--- src/rtl/x_core_rv32i_mc_if.sv ---
// Shared instruction/data memory bus for x_core_rv32i_mc (valid/accept handshake).
interface x_core_rv32i_mc_if;
   logic        o_valid;
   logic        o_we;
   logic [31:0] o_addr;
   logic [31:0] o_data;
   logic [31:0] i_data;
   logic        i_accept;

   modport master (
      output o_valid, o_we, o_addr, o_data,
      input  i_data, i_accept
   );

   modport slave (
      input  o_valid, o_we, o_addr, o_data,
      output i_data, i_accept
   );
endinterface

--- src/rtl/x_core_rv32i_mc.sv ---
// Multi-cycle RV32I core (word loads/stores only) on a single shared memory bus.
// Define X_CORE_RV32I_MC_TRAP_EN to halt on illegal instructions instead of retiring them as NOPs.
module x_core_rv32i_mc #(
   parameter logic [31:0] RESET_PC        = 32'h0000_0000,
   parameter int unsigned NUM_REGS        = 32,
   parameter bit          BYTE_ADDR_CHECK = 1'b1
) (
   input  logic                  i_clk,
   input  logic                  i_rst,
   x_core_rv32i_mc_if.master     bus,
   output logic                  o_retire,
   output logic                  o_trap
);

   localparam int unsigned RegW = $clog2(NUM_REGS);

   localparam logic [6:0] OpLui    = 7'b0110111;
   localparam logic [6:0] OpAuipc  = 7'b0010111;
   localparam logic [6:0] OpJal    = 7'b1101111;
   localparam logic [6:0] OpJalr   = 7'b1100111;
   localparam logic [6:0] OpBranch = 7'b1100011;
   localparam logic [6:0] OpLoad   = 7'b0000011;
   localparam logic [6:0] OpStore  = 7'b0100011;
   localparam logic [6:0] OpImm    = 7'b0010011;
   localparam logic [6:0] OpReg    = 7'b0110011;

`ifdef X_CORE_RV32I_MC_TRAP_EN
   localparam bit TrapEn = 1'b1;
`else
   localparam bit TrapEn = 1'b0;
`endif

   typedef enum logic [2:0] {StFetch, StDecode, StExecute, StMem, StHalt} state_e;

   state_e      state_q, state_d;
   logic [31:0] pc_q, pc_d, ir_q, ir_d;
   logic [31:0] rs1_q, rs1_d, rs2_q, rs2_d, imm_q, imm_d, addr_q, addr_d;
   logic        illegal_q, illegal_d;
   logic [31:0] regs_q [NUM_REGS];

   logic [6:0]      opcode, funct7;
   logic [4:0]      rd, rs1, rs2;
   logic [2:0]      funct3;
   logic [RegW-1:0] rd_a, rs1_a, rs2_a;

   assign opcode = ir_q[6:0];
   assign rd     = ir_q[11:7];
   assign funct3 = ir_q[14:12];
   assign rs1    = ir_q[19:15];
   assign rs2    = ir_q[24:20];
   assign funct7 = ir_q[31:25];
   assign rd_a   = rd[RegW-1:0];
   assign rs1_a  = rs1[RegW-1:0];
   assign rs2_a  = rs2[RegW-1:0];

   // Decode: immediate format, legality and register-index range.
   logic [31:0] imm_dec;
   logic        uses_rd, uses_rs1, uses_rs2, legal_op, dec_illegal;

   always_comb begin
      imm_dec  = '0;
      uses_rd  = 1'b0;
      uses_rs1 = 1'b0;
      uses_rs2 = 1'b0;
      legal_op = 1'b0;
      case (opcode)
         OpLui, OpAuipc: begin
            imm_dec  = {ir_q[31:12], 12'b0};
            uses_rd  = 1'b1;
            legal_op = 1'b1;
         end
         OpJal: begin
            imm_dec  = {{11{ir_q[31]}}, ir_q[31], ir_q[19:12], ir_q[20], ir_q[30:21], 1'b0};
            uses_rd  = 1'b1;
            legal_op = 1'b1;
         end
         OpJalr, OpLoad: begin
            imm_dec  = {{20{ir_q[31]}}, ir_q[31:20]};
            uses_rd  = 1'b1;
            uses_rs1 = 1'b1;
            legal_op = (opcode == OpJalr) ? (funct3 == 3'b000) : (funct3 == 3'b010);
         end
         OpBranch: begin
            imm_dec  = {{19{ir_q[31]}}, ir_q[31], ir_q[7], ir_q[30:25], ir_q[11:8], 1'b0};
            uses_rs1 = 1'b1;
            uses_rs2 = 1'b1;
            legal_op = (funct3[2:1] != 2'b01);
         end
         OpStore: begin
            imm_dec  = {{20{ir_q[31]}}, ir_q[31:25], ir_q[11:7]};
            uses_rs1 = 1'b1;
            uses_rs2 = 1'b1;
            legal_op = (funct3 == 3'b010);
         end
         OpImm: begin
            imm_dec  = {{20{ir_q[31]}}, ir_q[31:20]};
            uses_rd  = 1'b1;
            uses_rs1 = 1'b1;
            if (funct3 == 3'b001)      legal_op = (funct7 == 7'h00);
            else if (funct3 == 3'b101) legal_op = (funct7 == 7'h00) || (funct7 == 7'h20);
            else                       legal_op = 1'b1;
         end
         OpReg: begin
            uses_rd  = 1'b1;
            uses_rs1 = 1'b1;
            uses_rs2 = 1'b1;
            legal_op = (funct7 == 7'h00) ||
                       ((funct7 == 7'h20) && ((funct3 == 3'b000) || (funct3 == 3'b101)));
         end
         default: ;
      endcase
      dec_illegal = !legal_op ||
                    (uses_rd  && ({27'b0, rd}  >= NUM_REGS)) ||
                    (uses_rs1 && ({27'b0, rs1} >= NUM_REGS)) ||
                    (uses_rs2 && ({27'b0, rs2} >= NUM_REGS));
   end

   logic [31:0] rs1_rd, rs2_rd;
   assign rs1_rd = (rs1 == 5'd0) ? 32'd0 : regs_q[rs1_a];
   assign rs2_rd = (rs2 == 5'd0) ? 32'd0 : regs_q[rs2_a];

   // Execute datapath, all from the operand registers latched in DECODE.
   logic [31:0] op_b, alu, ea, pc_imm, pc_4;
   logic        is_reg, taken, misaligned;

   assign is_reg = (opcode == OpReg);
   assign op_b   = is_reg ? rs2_q : imm_q;
   assign ea     = rs1_q + imm_q;
   assign pc_imm = pc_q + imm_q;
   assign pc_4   = pc_q + 32'd4;

   always_comb begin
      alu = '0;
      case (funct3)
         3'b000: alu = (is_reg && ir_q[30]) ? (rs1_q - op_b) : (rs1_q + op_b);
         3'b001: alu = rs1_q << op_b[4:0];
         3'b010: alu = {31'b0, $signed(rs1_q) < $signed(op_b)};
         3'b011: alu = {31'b0, rs1_q < op_b};
         3'b100: alu = rs1_q ^ op_b;
         3'b101: alu = ir_q[30] ? 32'($signed(rs1_q) >>> op_b[4:0]) : (rs1_q >> op_b[4:0]);
         3'b110: alu = rs1_q | op_b;
         default: alu = rs1_q & op_b;
      endcase
   end

   always_comb begin
      taken = 1'b0;
      case (funct3)
         3'b000:  taken = (rs1_q == rs2_q);
         3'b001:  taken = (rs1_q != rs2_q);
         3'b100:  taken = ($signed(rs1_q) <  $signed(rs2_q));
         3'b101:  taken = ($signed(rs1_q) >= $signed(rs2_q));
         3'b110:  taken = (rs1_q <  rs2_q);
         3'b111:  taken = (rs1_q >= rs2_q);
         default: taken = 1'b0;
      endcase
   end

   // Targets are always word-masked; with the check on, a set bit 1 traps before use.
   assign misaligned = BYTE_ADDR_CHECK &&
      ((((opcode == OpJal) || ((opcode == OpBranch) && taken)) && pc_imm[1]) ||
       ((opcode == OpJalr) && ea[1]) ||
       (((opcode == OpLoad) || (opcode == OpStore)) && (ea[1:0] != 2'b00)));

   logic        wr_en, retire;
   logic [31:0] wr_data;

   always_comb begin
      state_d   = state_q;
      pc_d      = pc_q;
      ir_d      = ir_q;
      rs1_d     = rs1_q;
      rs2_d     = rs2_q;
      imm_d     = imm_q;
      addr_d    = addr_q;
      illegal_d = illegal_q;
      wr_en     = 1'b0;
      wr_data   = '0;
      retire    = 1'b0;
      case (state_q)
         StFetch: begin
            if (bus.i_accept) begin
               ir_d    = bus.i_data;
               state_d = StDecode;
            end
         end
         StDecode: begin
            rs1_d     = rs1_rd;
            rs2_d     = rs2_rd;
            imm_d     = imm_dec;
            illegal_d = dec_illegal;
            state_d   = (dec_illegal && TrapEn) ? StHalt : StExecute;
         end
         StExecute: begin
            if (illegal_q || misaligned) begin
               if (TrapEn) begin
                  state_d = StHalt;
               end else begin
                  pc_d    = pc_4;
                  retire  = 1'b1;
                  state_d = StFetch;
               end
            end else begin
               state_d = StFetch;
               pc_d    = pc_4;
               retire  = 1'b1;
               wr_en   = 1'b1;
               case (opcode)
                  OpLui:   wr_data = imm_q;
                  OpAuipc: wr_data = pc_imm;
                  OpJal: begin
                     wr_data = pc_4;
                     pc_d    = {pc_imm[31:2], 2'b00};
                  end
                  OpJalr: begin
                     wr_data = pc_4;
                     pc_d    = {ea[31:2], 2'b00};
                  end
                  OpBranch: begin
                     wr_en = 1'b0;
                     if (taken) pc_d = {pc_imm[31:2], 2'b00};
                  end
                  OpLoad, OpStore: begin
                     wr_en   = 1'b0;
                     retire  = 1'b0;
                     pc_d    = pc_q;
                     addr_d  = {ea[31:2], 2'b00};
                     state_d = StMem;
                  end
                  default: wr_data = alu;
               endcase
            end
         end
         StMem: begin
            if (bus.i_accept) begin
               if (opcode == OpLoad) begin
                  wr_en   = 1'b1;
                  wr_data = bus.i_data;
               end
               pc_d    = pc_4;
               retire  = 1'b1;
               state_d = StFetch;
            end
         end
         default: ;
      endcase
   end

   always_ff @(posedge i_clk) begin
      if (i_rst) begin
         state_q   <= StFetch;
         pc_q      <= RESET_PC;
         ir_q      <= '0;
         rs1_q     <= '0;
         rs2_q     <= '0;
         imm_q     <= '0;
         addr_q    <= '0;
         illegal_q <= 1'b0;
      end else begin
         state_q   <= state_d;
         pc_q      <= pc_d;
         ir_q      <= ir_d;
         rs1_q     <= rs1_d;
         rs2_q     <= rs2_d;
         imm_q     <= imm_d;
         addr_q    <= addr_d;
         illegal_q <= illegal_d;
      end
   end

   always_ff @(posedge i_clk) begin
      if (i_rst) begin
         for (int i = 0; i < int'(NUM_REGS); i++) regs_q[i] <= '0;
      end else if (wr_en && (rd != 5'd0)) begin
         regs_q[rd_a] <= wr_data;
      end
   end

   // Outputs are forced idle while reset is asserted so an in-flight request is dropped.
   always_comb begin
      bus.o_valid = 1'b0;
      bus.o_we    = 1'b0;
      bus.o_addr  = '0;
      bus.o_data  = '0;
      o_retire    = 1'b0;
      o_trap      = 1'b0;
      if (!i_rst) begin
         o_retire = retire;
         case (state_q)
            StFetch: begin
               bus.o_valid = 1'b1;
               bus.o_addr  = pc_q;
            end
            StMem: begin
               bus.o_valid = 1'b1;
               bus.o_we    = (opcode == OpStore);
               bus.o_addr  = addr_q;
               bus.o_data  = (opcode == OpStore) ? rs2_q : 32'd0;
            end
            StHalt:  o_trap = TrapEn;
            default: ;
         endcase
      end
   end

endmodule

--- src/flat_wrapper.sv ---
// flat-port wrapper written by rule: the top's interface ports become plain ports
module x_core_rv32i_mc_flat 
#(
   parameter logic [31:0] RESET_PC        = 32'h0000_0000,
   parameter int unsigned NUM_REGS        = 32,
   parameter bit          BYTE_ADDR_CHECK = 1'b1
)
  (i_clk, i_rst, o_retire, o_trap, bus_o_valid, bus_o_we, bus_o_addr, bus_o_data, bus_i_data, bus_i_accept);
  x_core_rv32i_mc_if bus_i ();
  input  logic i_clk;
  input  logic i_rst;
  output logic o_retire;
  output logic o_trap;
  output wire logic [$bits(bus_i.o_valid)-1:0] bus_o_valid;
  output wire logic [$bits(bus_i.o_we)-1:0] bus_o_we;
  output wire logic [$bits(bus_i.o_addr)-1:0] bus_o_addr;
  output wire logic [$bits(bus_i.o_data)-1:0] bus_o_data;
  input wire logic [$bits(bus_i.i_data)-1:0] bus_i_data;
  input wire logic [$bits(bus_i.i_accept)-1:0] bus_i_accept;
  assign bus_o_valid = bus_i.o_valid;
  assign bus_o_we = bus_i.o_we;
  assign bus_o_addr = bus_i.o_addr;
  assign bus_o_data = bus_i.o_data;
  assign bus_i.i_data = bus_i_data;
  assign bus_i.i_accept = bus_i_accept;
  x_core_rv32i_mc #(.RESET_PC(RESET_PC), .NUM_REGS(NUM_REGS), .BYTE_ADDR_CHECK(BYTE_ADDR_CHECK)) u_core (.i_clk(i_clk), .i_rst(i_rst), .bus(bus_i), .o_retire(o_retire), .o_trap(o_trap));
endmodule
--- config.mk ---
export PLATFORM = sky130hd
export DESIGN_NAME = x_core_rv32i_mc_flat
export DESIGN_NICKNAME = d
export VERILOG_FILES = /design/src/rtl/x_core_rv32i_mc_if.sv /design/src/rtl/x_core_rv32i_mc.sv /design/src/flat_wrapper.sv
export SDC_FILE = /design/constraint.sdc
export NUM_CORES = 2
export LEC_CHECK = 0
export ABC_CLOCK_PERIOD_IN_PS = 12500
export BUFFER_PORTS_ARGS = -buffer_cell sky130_fd_sc_hd__clkbuf_2
export CAP_MARGIN = 0
export CORE_MARGIN = 2
export CORE_UTILIZATION = 25
export DETAILED_ROUTE_END_ITERATION = 6
export PLACE_DENSITY = 0.45
export SLEW_MARGIN = 20
export SYNTH_ARGS = -nofsm -noshare
export SYNTH_HDL_FRONTEND = slang
export SYNTH_SLANG_ARGS = --single-unit
export TNS_END_PERCENT = 20
--- constraint.sdc ---
create_clock -name i_clk -period 12.5 [get_ports i_clk]
set_input_delay 1.25 -clock i_clk [delete_from_list [all_inputs] [get_ports i_clk]]
set_output_delay 1.25 -clock i_clk [all_outputs]
set_load 0.005 [all_outputs]
==> impl_metrics.yaml <==
status:
  outcome: "finished with violations"
  violations: "design-rule violations"
clock_network:
  clk_pin_slew_ns: 0.06
  cts_hold_buf: 0
  cts_resized: 0
  cts_buffers: 146
  insertion_delay_ns: 0.83
  postCtsSetupRepairBufs: 0
  clock_sinks: 1225
  cts_tree: "built"
  cts_root_buf: "clkbuf_16"
  clock_path_buffers: 3
  htreeDepth: 4
sta:
  rsz0062_at_grt: "false"
  final-hold-violation-count: 0
  drv_slew: 0
  finalCritPeriodShare_pct: 58.8
  setup_violations: 0
  fin_ws_ns: 5.15
  finalCriticalPeriod_ns: 7.35
  tns_ns: 0
  fin_hold_ws_ns: 0.452
  slew_headroom_pct: 17.4
  fmax_ghz: 0.136
  tightest_slew_ns: 1.23
  fin_skew_ns: 0.0648
routing:
  wirelength_um: 369000
  avgRoutedWirePerCell_um: 34.8
  vias_per_cell: 5.73
  drc: 8
  drt_iter0_markers: 7364
  ant_nets: 0
  vias: 60900
  dr.pass1.iters: 7
cells_and_area:
  drive_gt1_share_pct: 21.1
  fin_util_pct: 28.5
  area_growth_pct: 13.2
  stdcell_count: 10600
  nets: 6790
  fillers: 30800
global_routing:
  grt-ovfl-total: 0
  grt_pass1_vias: 59800
  grt_max_degree: 110
  antenna_found_initial: 12
  grt_pass1_wl_um: 505000
  grt_usage_pct: 23.5
floorplan:
  die_x_um: 554
  fp.dieH_um: 554
  core-area_um2: 301000
  die-area_um2: 307000
  start_util_pct: 25.2
  num_io_pins: 103
  std_cell_rows: 201
worst_hold_path:
  timing.hold.worst_path_depth: 2
  min_from: "u_core.addr_q[18]$_SDFFE_PP0P_"
  hp-class: "reg2reg"
  whs_endpoint: "u_core.addr_q[18]$_SDFFE_PP0P_"
setup_path:
  critPathMaxStageDelay_ns: 0.91
  cp_max_fo: 45
  rr_worst_depth: 20
  reg2reg_to: "u_core.regs_q[16][21]$_SDFFCE_PN0P_"
  crit_start: "u_core.ir_q[3]$_SDFFE_PP0P_"
  critPathLaunchType: "register"
  endpoint_kind: "register"
  timing.rr.start: "u_core.ir_q[3]$_SDFFE_PP0P_"
  critPathArrivalTime_ns: 7.89
  crit_type: "reg2reg"
  cp_cell_sequence: "nor2_1 > buf_4 > nand3_2 > buf_4 > mux2i_4 > buf_4 > clkinv_1 > ha_1 > a21oi_1 > nor2b_1 > o311a_1 > o211ai_1 > and2_1 > nor2_1 > a31oi_1 > xnor2_1 > o221ai_1 > a32oi_2 > buf_4 > nor2_1"
  rrSetupSlack_ns: 5.15
  required_ns: 13.04
  crit_top_cell: "buf_4"
  critPathSlowestCell: "dfxtp_1"
placed_design:
  hpwl_um: 245000
  dpl.cell_count: 10400
  gp_congestion: 0.973
  pre_cts_ws_ns: 5.40
  port_buffers: 99
logic_synthesis:
  synth_largest_area_cell: "edfxtp_1"
  synthArstFlopShare_pct: 0
  ys.warnings.count: 0
  syn_area_um2: 75600
  ys.flop_type: "edfxtp_1"
  synth_area_leaders: "edfxtp_1 41%, mux4_2 19%, nor2_1 6.5%"
  ys_seq_area_share_pct: 46.0
  synth_cell_types: 103
  syn_inst: 6652
  synth_edf_count: 1024
  synth_area_per_cell_um2: 11.4
  yosys.area.top_type_share_pct: 40.7
  ys_seq_elements: 1225
job:
  maxCapViolations: 0
pwr:
  cellPowerDensity_nw_per_um2: 146
  p_leak_uw: 0.0274
  vdd_drop_max_mv: 0.141
Yosys cell counts, types with 13 or more instances:
| library cell | instances |
|---|---|
| a221oi_1 | 29 |
| o21ai_0 | 203 |
| xnor2_1 | 73 |
| a31oi_1 | 22 |
| nand2b_1 | 27 |
| nand2_1 | 438 |
| nor2_2 | 33 |
| mux2i_1 | 163 |
| mux2_2 | 14 |
| clkbuf_1 | 405 |
| buf_2 | 112 |
| inv_1 | 150 |
| buf_1 | 75 |
| buf_6 | 13 |
| a211oi_1 | 51 |
| nor2_1 | 1305 |
| o31ai_1 | 18 |
| o22ai_1 | 50 |
| o211ai_1 | 37 |
| a21oi_1 | 452 |
| nor3_1 | 142 |
| or2_2 | 13 |
| or3_1 | 23 |
| nand4_1 | 32 |
| edfxtp_1 | 1024 |
| a22oi_1 | 72 |
| o221ai_1 | 20 |
| and3_1 | 19 |
| dfxtp_1 | 201 |
| a2bb2oi_1 | 13 |
| a2111oi_0 | 15 |
| mux4_2 | 644 |
| a21o_1 | 59 |
| o21a_1 | 17 |
| a311oi_1 | 14 |
| xor2_1 | 40 |
| ha_1 | 198 |
| a32oi_1 | 25 |
| buf_4 | 14 |
| and2_1 | 22 |
| nand3_1 | 73 |
| nor4_1 | 52 |
| o21bai_1 | 20 |
| nor2b_1 | 23 |
per-layer routing:
layer / track usage (%) / vias to the layer above / wire length, µm
li1: - / 25000 / -
met1: 30.0 / 31900 / 147000
met2: 38.4 / 3286 / 174000
met3: 4.27 / 739 / 29300
met4: 10.8 / 14 / 19100
met5: 0 / - / 92
how the worst max path moves through the flow:
stage,end,depth (start not counted)
2_1_floorplan,u_core.regs_q[14][26]$_SDFFCE_PN0P_,23
3_3_place_gp,u_core.regs_q[24][21]$_SDFFCE_PN0P_,17
3_5_place_dp,u_core.regs_q[22][27]$_SDFFCE_PN0P_,19
4_1_cts,u_core.regs_q[29][26]$_SDFFCE_PN0P_,20
5_1_grt,u_core.regs_q[18][31]$_SDFFCE_PN0P_,19
6_report,u_core.regs_q[16][21]$_SDFFCE_PN0P_,20
layout make-up:
| class | instances | area [µm²] | share of cell area, % |
|---|---|---|---|
| Clock inverter | 69 | 734 | 0.858 |
| Antenna cell | 4 | 10.0 | 0.0117 |
| Inverter | 160 | 603 | 0.704 |
| Tap cell | 3958 | 4950 | 5.78 |
| Multi-Input combinational cell | 4682 | 38200 | 44.7 |
| Sequential cell | 1225 | 34800 | 40.7 |
| Timing Repair Buffer | 339 | 2360 | 2.76 |
| Clock buffer | 189 | 3920 | 4.57 |
where the power goes:
group	internal [µW]	total, µW	leakage [µW]	switching (µW)
combinational	1160	3490	0.0129	2330
clock	2360	4230	0.00225	1870
sequential	4590	4790	0.0122	199
total	8120	12500	0.0274	4400
flip-flops by register name, indices dropped and copies added (netlist names), 2 cells and up, named ones only:
| register | flops |
|---|---|
| u_core.regs_q | 1024 |
| u_core.imm_q | 32 |
| u_core.ir_q | 32 |
| u_core.rs1_q | 32 |
| u_core.rs2_q | 32 |
| u_core.addr_q | 30 |
| u_core.pc_q | 30 |
| u_core.state_q | 2 |
cell usage in the layout (no fill, tap or decap), types with 147 or more instances in the layout:
| master | netlist | routed |
|---|---|---|
| ha_1 | 198 | 198 |
| clkbuf_16 | 0 | 147 |
| nand2_1 | 438 | 389 |
| a21oi_1 | 452 | 445 |
| dfxtp_1 | 201 | 191 |
| o21ai_0 | 203 | 202 |
| mux4_2 | 644 | 644 |
| nor2_1 | 1305 | 1304 |
| inv_1 | 150 | 149 |
| edfxtp_1 | 1024 | 1024 |
| mux2i_1 | 163 | 162 |
| buf_4 | 14 | 233 |
per-stage QoR:
step                      total power [µW]  cell area, µm²
after detailed placement              8260           81000
final                                12500           85600
after global routing                 12900           85600
after global placement                8260           80900
after CTS                            12500           85600
after floorplan                       6820           75800
cell families after synthesis:
kind of cell             share of synthesized area (%)
adder cells (fa/ha/maj)                           3.36
AND/OR/NAND/NOR                                   12.6
buffers and inverters                             4.25
XOR/XNOR                                          1.31
multiplexers                                      21.7
flip-flops                                        46.0
AO/OA/AOI/OAI                                     10.8
other                                          0.00496
worst max-delay path: cells and delay by family, from the launching register on:
family                   cells  cell delay, ns
AO/OA/AOI/OAI                6            2.42
XOR/XNOR                     1            0.27
adder cells (fa/ha/maj)      1            0.28
buffers and inverters        5            1.84
flip-flops                   1            0.91
multiplexers                 1            0.30
AND/OR/NAND/NOR              6            0.92
(Power assumes the default switching activity.)
